==> src/rtl/fetch_pkg.sv <==
// Shared types and default sizing for the fetch sequencer.
package fetch_pkg;

  localparam int unsigned PC_WIDTH_DEF     = 18;
  localparam int unsigned FLUSH_CYCLES_DEF = 2;
  localparam int unsigned FLUSH_CNT_W      = 3;
  localparam int unsigned FETCH_CNT_W      = 32;

  typedef enum logic [2:0] {
    ST_IDLE     = 3'd0,
    ST_RUN      = 3'd1,
    ST_REDIRECT = 3'd2,
    ST_FLUSH    = 3'd3,
    ST_HALT     = 3'd4
  } fetch_state_e;

endpackage

==> src/rtl/flush_timer.sv <==
// Down-counter that times the flush window following a redirect.
module flush_timer
  import fetch_pkg::*;
(
  input  logic                   clock,
  input  logic                   reset,
  input  logic                   load,
  input  logic [FLUSH_CNT_W-1:0] load_value,
  input  logic                   decrement,
  output logic [FLUSH_CNT_W-1:0] count,
  output logic                   last
);

  logic [FLUSH_CNT_W-1:0] count_q;
  logic [FLUSH_CNT_W-1:0] count_d;

  // Load wins over decrement; never wrap below zero.
  always_comb begin
    count_d = count_q;
    if (load) begin
      count_d = load_value;
    end else if (decrement && (count_q != '0)) begin
      count_d = count_q - FLUSH_CNT_W'(1);
    end
  end

  // Counter register.
  always_ff @(posedge clock) begin
    if (reset) begin
      count_q <= '0;
    end else begin
      count_q <= count_d;
    end
  end

  assign count = count_q;
  assign last  = (count_q == FLUSH_CNT_W'(1));

endmodule

==> src/rtl/fetch_sequencer.sv <==
// Fetch-stage control FSM: PC enable/select, redirect flushes and halt.
module fetch_sequencer
  import fetch_pkg::*;
#(
  parameter int unsigned PC_WIDTH     = PC_WIDTH_DEF,
  parameter int unsigned FLUSH_CYCLES = FLUSH_CYCLES_DEF
) (
  input  logic                   clock,
  input  logic                   reset,
  input  logic                   start,
  input  logic                   stall_req,
  input  logic                   branch_taken,
  input  logic [PC_WIDTH-1:0]    branch_target,
  input  logic                   halt_detected,
  output logic                   pc_enable,
  output logic                   pc_select,
  output logic [PC_WIDTH-1:0]    new_pc,
  output logic                   flush,
  output logic                   halted,
  output logic [FETCH_CNT_W-1:0] fetch_count
);

  localparam logic [FLUSH_CNT_W-1:0] FLUSH_LOAD = FLUSH_CNT_W'(FLUSH_CYCLES - 1);
  localparam bit                     ONE_CYCLE  = (FLUSH_CYCLES == 1);

  fetch_state_e           state_q, state_d;
  logic [PC_WIDTH-1:0]    target_q, target_d;
  logic [FETCH_CNT_W-1:0] fetch_count_q, fetch_count_d;

  logic                   timer_load;
  logic                   timer_dec;
  logic [FLUSH_CNT_W-1:0] timer_count;
  logic                   timer_last;

  flush_timer u_flush_timer (
    .clock      (clock),
    .reset      (reset),
    .load       (timer_load),
    .load_value (FLUSH_LOAD),
    .decrement  (timer_dec),
    .count      (timer_count),
    .last       (timer_last)
  );

  // Next-state logic: halt beats branch beats normal progression.
  always_comb begin
    state_d    = state_q;
    target_d   = target_q;
    timer_load = 1'b0;
    timer_dec  = 1'b0;
    case (state_q)
      ST_IDLE: begin
        if (start) state_d = ST_RUN;
      end
      ST_RUN, ST_REDIRECT, ST_FLUSH: begin
        if (halt_detected) begin
          state_d = ST_HALT;
        end else if (branch_taken) begin
          state_d    = ST_REDIRECT;
          target_d   = branch_target;
          timer_load = 1'b1;
        end else if (state_q == ST_REDIRECT) begin
          state_d = ONE_CYCLE ? ST_RUN : ST_FLUSH;
        end else if (state_q == ST_FLUSH) begin
          timer_dec = (timer_count != '0);
          if (timer_last) state_d = ST_RUN;
        end
      end
      ST_HALT: begin
        state_d = ST_HALT;
      end
      default: begin
        state_d = ST_IDLE;
      end
    endcase
  end

  // Output decode from state and stall only.
  always_comb begin
    pc_enable = 1'b0;
    pc_select = 1'b0;
    flush     = 1'b0;
    halted    = 1'b0;
    case (state_q)
      ST_RUN: begin
        pc_enable = !stall_req;
      end
      ST_REDIRECT: begin
        pc_enable = 1'b1;
        pc_select = 1'b1;
        flush     = 1'b1;
      end
      ST_FLUSH: begin
        pc_enable = !stall_req;
        flush     = 1'b1;
      end
      ST_HALT: begin
        halted = 1'b1;
      end
      default: begin
        pc_enable = 1'b0;
      end
    endcase
  end

  // Saturating count of enabled fetch cycles.
  always_comb begin
    fetch_count_d = fetch_count_q;
    if (pc_enable && (fetch_count_q != '1)) begin
      fetch_count_d = fetch_count_q + FETCH_CNT_W'(1);
    end
  end

  // State, target and counter registers.
  always_ff @(posedge clock) begin
    if (reset) begin
      state_q       <= ST_IDLE;
      target_q      <= '0;
      fetch_count_q <= '0;
    end else begin
      state_q       <= state_d;
      target_q      <= target_d;
      fetch_count_q <= fetch_count_d;
    end
  end

  assign new_pc      = target_q;
  assign fetch_count = fetch_count_q;

endmodule

==> config.mk <==
export PLATFORM = sky130hd
export DESIGN_NAME = fetch_sequencer
export DESIGN_NICKNAME = d
export VERILOG_FILES = /design/src/rtl/fetch_pkg.sv /design/src/rtl/flush_timer.sv /design/src/rtl/fetch_sequencer.sv
export SDC_FILE = /design/constraint.sdc
export NUM_CORES = 1
export LEC_CHECK = 0
export BUFFER_PORTS_ARGS = -buffer_cell sky130_fd_sc_hd__buf_4
export CAP_MARGIN = 0
export CORE_UTILIZATION = 53
export CTS_BUF_LIST = sky130_fd_sc_hd__clkbuf_8
export CTS_CLUSTER_DIAMETER = 30
export DETAILED_ROUTE_END_ITERATION = 12
export MAX_ROUTING_LAYER = met4
export PLACE_DENSITY = 0.88
export SLEW_MARGIN = 20
export SYNTH_ARGS = -nofsm -noshare
export SYNTH_HDL_FRONTEND = slang
export SYNTH_SLANG_ARGS = --single-unit
==> constraint.sdc <==
create_clock -name clock -period 4.9 [get_ports clock]
set_input_delay 0.49 -clock clock [delete_from_list [all_inputs] [get_ports clock]]
set_output_delay 0.49 -clock clock [all_outputs]
set_load 0.05 [all_outputs]
# Word level (Yosys, flattened, before mapping)
# Index checks and enable logic that the tools add are counted.
# Widths: inputs -> output; s select.
word_totals:
  latchBits: 0
  register_bits: 56
  output_inout_bits: 54
  memories: 0
  romBits: 0
  ram_bits: 0
  elab_cells: 50
op_classes:
  n_addsub: 2
  eq_ne: 9
  n_reduce_logical: 12
  shift: 0
  bitwise_logic: 1
  n_mul: 0
  div_mod_pow: 0
  magnitude_cmp: 0
  n_mux: 21
ops:
  columns: ["operator", "count"]
  rows:
  - ["$add 32x1->32 const B", 1]
  - ["$ne 32x32->1 const B", 1]
  - ["$mux 3", 6]
  - ["$mux 1", 13]
  - ["$ne 5x5->1 const B", 2]
  - ["$pmux 3 s3", 1]
  - ["$eq 3x1->1 const B", 2]
  - ["$eq 3x2->1 const B", 2]
  - ["$reduce_and 3->1", 2]
  - ["$reduce_or 2->1", 3]
  - ["$eq 3x3->1 const B", 1]
  - ["$logic_not 3->1", 1]
  - ["$reduce_bool 3->1", 1]
  - ["$reduce_or 3->1", 1]
  - ["$sub 3x1->3 const B", 1]
  - ["$logic_and 1x1->1", 2]
  - ["$ne 2x2->1 const B", 1]
  - ["$pmux 1 s2", 1]
  - ["$reduce_bool 2->1", 1]
  - ["$logic_not 1->1", 1]
  - ["$not 1->1", 1]

# Depth between registers and ports, before layout
# Gate-level depths: netlist of the first run.
logic_depth:
  word_depth: 9
  mapped_depth: 8
  depth_no_buf: 7

# Modules after synthesis
# A second synthesis of the first run with hierarchy kept.
unflattened:
  cells_unflattened: 326
  area_unflattened_um2: 2645.0
modules_own_cells:
  columns: ["module", "area_per_inst_um2", "cells_per_inst", "instances"]
  rows:
  - ["fetch_sequencer", 2402.3, 301, 1]
  - ["flush_timer", 242.7, 25, 1]

# Least setup slack after synthesis of the first run
# No wires, ideal clock.
synth_timing:
  path_type: "register -> register"
  from: "register fetch_count_q[0], in the netlist fetch_count[0]"
  to: "register fetch_count_q[25], in the netlist fetch_count[25]"
  path_stages_with_launch: 8
  period_less_slack_ns: 2.533
  required_time_ns: 4.779
  arrival_ns: 2.412
  setup_time_ns: 0.121
  path_slack_ns: 2.367
  path_cell_list: "dfxtp_1 ha_1 nand4_2 or4_4 o21ai_4 buf_6 nor3_1 mux2_4"
synth_via:
  elab_chain_len: 2
  elab_cells_between_ends: 3
  cone_classes: "1 x add/sub; 1 x eq/ne; 1 x reduce/logical"
synth_lines:
  columns: ["element", "line", "text"]
  rows:
  - ["start, declared", "fetch_sequencer.sv:28", "logic [FETCH_CNT_W-1:0] fetch_count_q, fetch_count_d;"]
  - ["start signal, assigned", "fetch_sequencer.sv:123", "fetch_count_q <= fetch_count_d;"]
  - ["parallel branches: the longest is 2 deep, another holds $add 32x1->32", null, null]
# Parallel ways; which one is timed is not known.
# A chain may end at the register's enable or synchronous reset.

# Worst setup path after layout of the first run
# Ends and elaborated chain as after synthesis.

==> impl_metrics.py, run 1 <==
metrics = {
    "sta": {
        "report.final.slew_viol_count": 0,
        "rsz0062_at_grt": "false",
        "fmax_mhz": 361,
        "period_share_pct": 56.6,
        "fin_setup_tns_ps": 0,
        "layout_min_cycle_time_ps": 2770,
        "max_slew_margin_pct": 44.3,
        "hold_slack_ps": 401,
        "skew_ps": 9.27,
        "hold_violations": 0,
        "setup_viol_count_final": 0,
        "worstMarginPinSlew_ps": 832,
    },
    "global_routing": {
        "grt.total_usage_pct": 24.1,
        "grt_start_max_net_pins": 62,
        "use_met2_pct": 42.2,
        "antenna_found_initial": 0,
        "overflow": 0,
        "grt_pass1_wl_mm": 9.71,
        "grt.met3_usage_pct": 5.49,
        "grt_use_met1_pct": 27.1,
        "grt_pass1_vias": 2233,
        "grt_busiest_layer": "met2",
    },
    "clock_network": {
        "clkTransAtPathRegs_ps": 110,
        "cts.sinks": 56,
        "cts_setup_buffers": 0,
        "cts_tree": "built",
        "ctsResizeCount": 0,
        "clock_latency_ps": 320,
        "cts_max_level": 2,
        "cts_root_buffer": "clkbuf_8",
        "cts.hold.buffers_added": 0,
        "clockBufferDepth": 2,
        "cts_made_buffers": 5,
    },
    "critical_path": {
        "critical-path-slowest-cell": "o21ai_4",
        "arrival_ps": 2990,
        "reg2reg_depth": 6,
        "endpoint_kind": "flop",
        "r2r-end": "fetch_count[25]",
        "cp-start-kind": "flop",
        "ff2ff_setup_slack_ps": 2130,
        "path_class": "flop to flop",
        "r2r_start": "fetch_count[0]",
        "cp_top_family": "simple AND/OR/NAND/NOR gates",
        "path_cells": "ha_1 > nand4_2 > or4_4 > o21ai_4 > nor3_1 > mux2_4",
        "crit_fanout": 40,
        "cpPeakStageDelay_ps": 700,
        "cp.required_ps": 5110,
        "path_buf_inv": 0,
    },
    "synth": {
        "yosysUniqueCellTypes": 39,
        "async_flop_share_pct": 0,
        "synth_most_common_cell": "dfxtp_1",
        "ys.flop_type": "dfxtp_1",
        "ys_seq_area_share_pct": 43.5,
        "synth_top_area_share_pct": 43.5,
        "synth_area_mm2": 0.00258,
        "yosys_warnings": 0,
        "yosys.area.top_type": "dfxtp_1",
        "netlist_top_cells_count": "dfxtp_1 (56), nand2_1 (48), a21oi_1 (41), nor2_1 (20), nand3_1 (14)",
        "synth_edf_count": 0,
        "syn_nets": 338,
        "avgSynthCellArea_um2": 8.32,
        "yosys_register_bits": 56,
        "synthTopCellsByArea": "dfxtp_1 (43%), a21oi_1 (8.0%), nand2_1 (7.0%)",
        "syn-instance-count": 310,
    },
    "worst_hold_path": {
        "hold_class": "input port to flop",
        "whs_path_depth": 2,
        "whs_endpoint": "state_q[1]",
        "worst_hold_startpoint": "halt_detected",
    },
    "drt": {
        "ant_nets": 0,
        "wire_per_inst_um": 13.7,
        "via_per_inst": 5.69,
        "vias": 2486,
        "drc_errors": 0,
        "totalWireLength_mm": 5.97,
        "first_iter_violations": 91,
        "drtPass1Iterations": 5,
    },
    "place": {
        "routabilityCongestion": 0.837,
        "io_buffers": 77,
        "hpwl_mm": 4.28,
    },
    "floorplanning": {
        "fp.dieW_um": 71.8,
        "start_util_pct": 55.0,
        "io_pins": 78,
        "num_rows": 25,
        "core-area_mm2": 0.00469,
        "die-area_mm2": 0.00515,
        "dieHeight_um": 71.8,
    },
    "power_and_ir_drop": {
        "powerDensity_mw_per_mm2": 254,
        "power.leakage_nw": 1.25,
        "total_power_mw": 0.827,
        "peakVddDrop_v": 0.000169,
    },
    "final_layout": {
        "area_growth_syn_to_layout_pct": 26.4,
        "drive_gt1_share_pct": 25.6,
        "num-nets-final": 410,
        "diodes": 0,
    },
    "flow_run": {
        "maxCapViolCount": 0,
    },
    "run_status": {
        "run_status": "complete, no violations",
    },
}
per-layer routing:
layer / part of all wire, % / vias to the layer above
li1: - / 1247
met1: 43 / 1153
met2: 49 / 78
met3: 6.5 / 8
met4: 1.3 / 0
met5: 0 / -
sequential cells by signal, indices dropped and copies added, names as in the netlist:
name                 flops
state_q                  3
fetch_count             32
u_flush_timer.count      3
new_pc                  18
power breakdown:
part / switching [mW] / internal, mW / leakage [nW]
sequential: 0.00636 / 0.462 / 0.452
clock: 0.162 / 0.105 / 0.0452
combinational: 0.0611 / 0.0308 / 0.758
worst reg2reg max path: cells and delay by family (launching register included):
family	cells	cell delay [ps]
AND/OR/NAND/NOR	3	960
AO/OA/AOI/OAI	1	700
flip-flops	1	430
multiplexers	1	330
adder cells (fa/ha/maj)	1	240
cell families (layout without fill, tap and decap cells):
| group | after synthesis | in the layout | share of synthesized area, % |
|---|---|---|---|
| buf+inv | 23 | 96 | 4.27 |
| compound gates | 67 | 67 | 14.6 |
| fa+ha+maj | 4 | 4 | 1.94 |
| flops | 56 | 56 | 43.5 |
| simple gates | 146 | 146 | 29.9 |
| xor+xnor | 9 | 9 | 3.06 |
| mux | 5 | 5 | 2.72 |
worst max path at each step:
stage	from	end	slack [ps]	cells past startpoint
floorplan	fetch_count[0]	fetch_count[25]	2370	7
global placement	fetch_count[0]	fetch_count[25]	2260	6
detailed placement	fetch_count[0]	fetch_count[25]	2150	6
CTS	fetch_count[0]	fetch_count[25]	2110	6
global route	fetch_count[0]	fetch_count[25]	1920	6
finish	fetch_count[0]	fetch_count[25]	2130	6
cell usage in the layout, fill, tap and decap left out, types with 9 or more instances in the layout:
master / instances
nor2_1: 20
nand2_1: 48
dfxtp_1: 56
nand3_1: 14
or3_1: 12
o21ai_0: 13
inv_1: 9
a21oi_1: 41
buf_4: 78
nand4_1: 11
cell type report:
| type | count | area (um^2) |
|---|---|---|
| fillers | 397 | 1430 |
| multi-input cells | 231 | 1360 |
| flip-flops and latches | 56 | 1120 |
| repair buffers | 78 | 586 |
| clock buffers | 5 | 68.8 |
| well taps | 54 | 67.6 |
| inverters | 10 | 37.5 |
| clock inverters | 3 | 25.0 |
through the flow:
stage	area (um^2)	util, %	setup WS [ps]	instances
after floorplan	2580	-	2370	310
after global placement	3170	67.5	2260	429
after detailed placement	3170	67.5	2150	429
after CTS	3260	69.5	2110	437
after global routing	3260	69.5	1920	437
final	3260	69.5	2130	437
Power figures use the tool's default switching activity.
==> run 2, diff against run 1 <==
Clock period 4.9 ns to 2.7 ns, I/O delays scaled along.
==> impl_metrics.py, run 2 (synthesis gave the netlist of run 1 again) <==
metrics = {
    "global_routing": {
        "grt_pass1_wl_mm": 10.3,
        "grt_pass1_vias": 2273,
        "grt_start_max_net_pins": 62,
        "grt_busiest_layer": "met2",
        "grt.total_usage_pct": 25.6,
        "overflow": 0,
        "antenna_found_initial": 0,
        "grt_use_met1_pct": 31.4,
        "use_met2_pct": 43.2,
        "grt.met3_usage_pct": 3.66,
    },
    "critical_path": {
        "cpPeakStageDelay_ps": 610,
        "arrival_ps": 2640,
        "path_cells": "ha_1 > nand4_2 > or4_4 > o21ai_4 > buf_4 > mux2i_1 > nor2_1",
        "path_buf_inv": 1,
        "cp.required_ps": 2880,
        "cp-start-kind": "flop",
        "r2r_start": "fetch_count[0]",
        "path_class": "flop to flop",
        "worstSetupStartpoint": "fetch_count[0]",
        "critical-path-slowest-cell": "or4_4",
        "crit_fanout": 19,
        "cp_top_family": "simple AND/OR/NAND/NOR gates",
        "endpoint_kind": "flop",
    },
    "final_layout": {
        "final_common_cell": "buf_4",
        "diodes": 0,
        "drive_gt1_share_pct": 26.4,
        "num-nets-final": 414,
        "fin_area_mm2": 0.00329,
        "fin_util_pct": 70.2,
        "layout_common_cells": "buf_4 (82), dfxtp_1 (56), nand2_1 (48)",
        "area_growth_syn_to_layout_pct": 27.7,
        "largest_register_ffs": 32,
    },
    "clock_network": {
        "cts_tree": "built",
        "clockBufferDepth": 2,
        "cts_root_buffer": "clkbuf_8",
        "clkTransAtPathRegs_ps": 100,
        "cts_setup_buffers": 0,
        "ctsResizeCount": 0,
        "cts_made_buffers": 5,
        "cts.hold.buffers_added": 0,
        "cts_max_level": 2,
        "clock_latency_ps": 310,
        "cts.sinks": 56,
    },
    "drt": {
        "via_per_inst": 5.72,
        "vias": 2524,
        "drc_errors": 0,
        "drtPass1Iterations": 4,
        "first_iter_violations": 133,
        "wire_per_inst_um": 14.0,
        "ant_nets": 0,
        "totalWireLength_mm": 6.16,
    },
    "sta": {
        "hold_violations": 0,
        "period_share_pct": 91.0,
        "worstMarginPinSlew_ps": 691,
        "hold_slack_ps": 186,
        "layout_min_cycle_time_ps": 2460,
        "setup_viol_count_final": 0,
        "max_slew_margin_pct": 53.8,
        "rsz0062_at_grt": "false",
        "skew_ps": 3.68,
        "fin_setup_tns_ps": 0,
        "fmax_mhz": 407,
        "report.final.slew_viol_count": 0,
    },
    "floorplanning": {
        "num_rows": 25,
        "start_util_pct": 55.0,
        "core-area_mm2": 0.00469,
        "die-area_mm2": 0.00515,
        "fp.dieW_um": 71.8,
        "dieHeight_um": 71.8,
        "io_pins": 78,
    },
    "flow_run": {
        "maxCapViolCount": 0,
    },
    "place": {
        "hpwl_mm": 4.46,
        "placed_cell_area_mm2": 0.00320,
        "routabilityCongestion": 0.873,
        "io_buffers": 77,
    },
    "power_and_ir_drop": {
        "powerDensity_mw_per_mm2": 457,
        "power.leakage_nw": 1.27,
        "peakVddDrop_v": 0.000206,
    },
    "worst_hold_path": {
        "worst_hold_startpoint": "halt_detected",
        "hold_class": "input port to flop",
    },
    "run_status": {
        "run_status": "complete, no violations",
    },
}
[run 2: final timing paths]
check,endpoint,slack (ps),cells after the start
min reg2reg,new_pc[11],460,2
min,state_q[1],190,2
max reg2reg,fetch_count[1],240,7
max,fetch_count[1],240,7
[run 2: through the flow]
step	power [mW]	setup WS, ps	cells
after floorplan	0.982	167	310
after global placement	1.04	329	433
after detailed placement	1.04	265	433
after CTS	1.52	232	441
after global routing	1.57	20.5	441
final	1.50	244	441
[run 2: cell type report]
| cell class | instances | area, um^2 |
|---|---|---|
| fill | 399 | 1400 |
| multi-input combinational | 231 | 1360 |
| sequential | 56 | 1120 |
| timing repair buffer | 82 | 616 |
| clock buffer | 6 | 82.6 |
| tap | 54 | 67.6 |
| inverter | 10 | 37.5 |
| clock inverter | 2 | 15.0 |
[run 2: report_power, final]
part           internal, mW  leakage, nW  switching (mW)  total [mW]
sequential            0.838        0.452          0.0118       0.850
clock                 0.208       0.0434           0.272       0.480
combinational        0.0613        0.776           0.113       0.175
total                  1.11         1.27           0.397        1.50
[run 2: per-layer routing]
metal	part of all wire, %	routed length (um)
met5	0	0
met4	1.1	69
met3	6.6	407
met2	49	3020
met1	43	2660
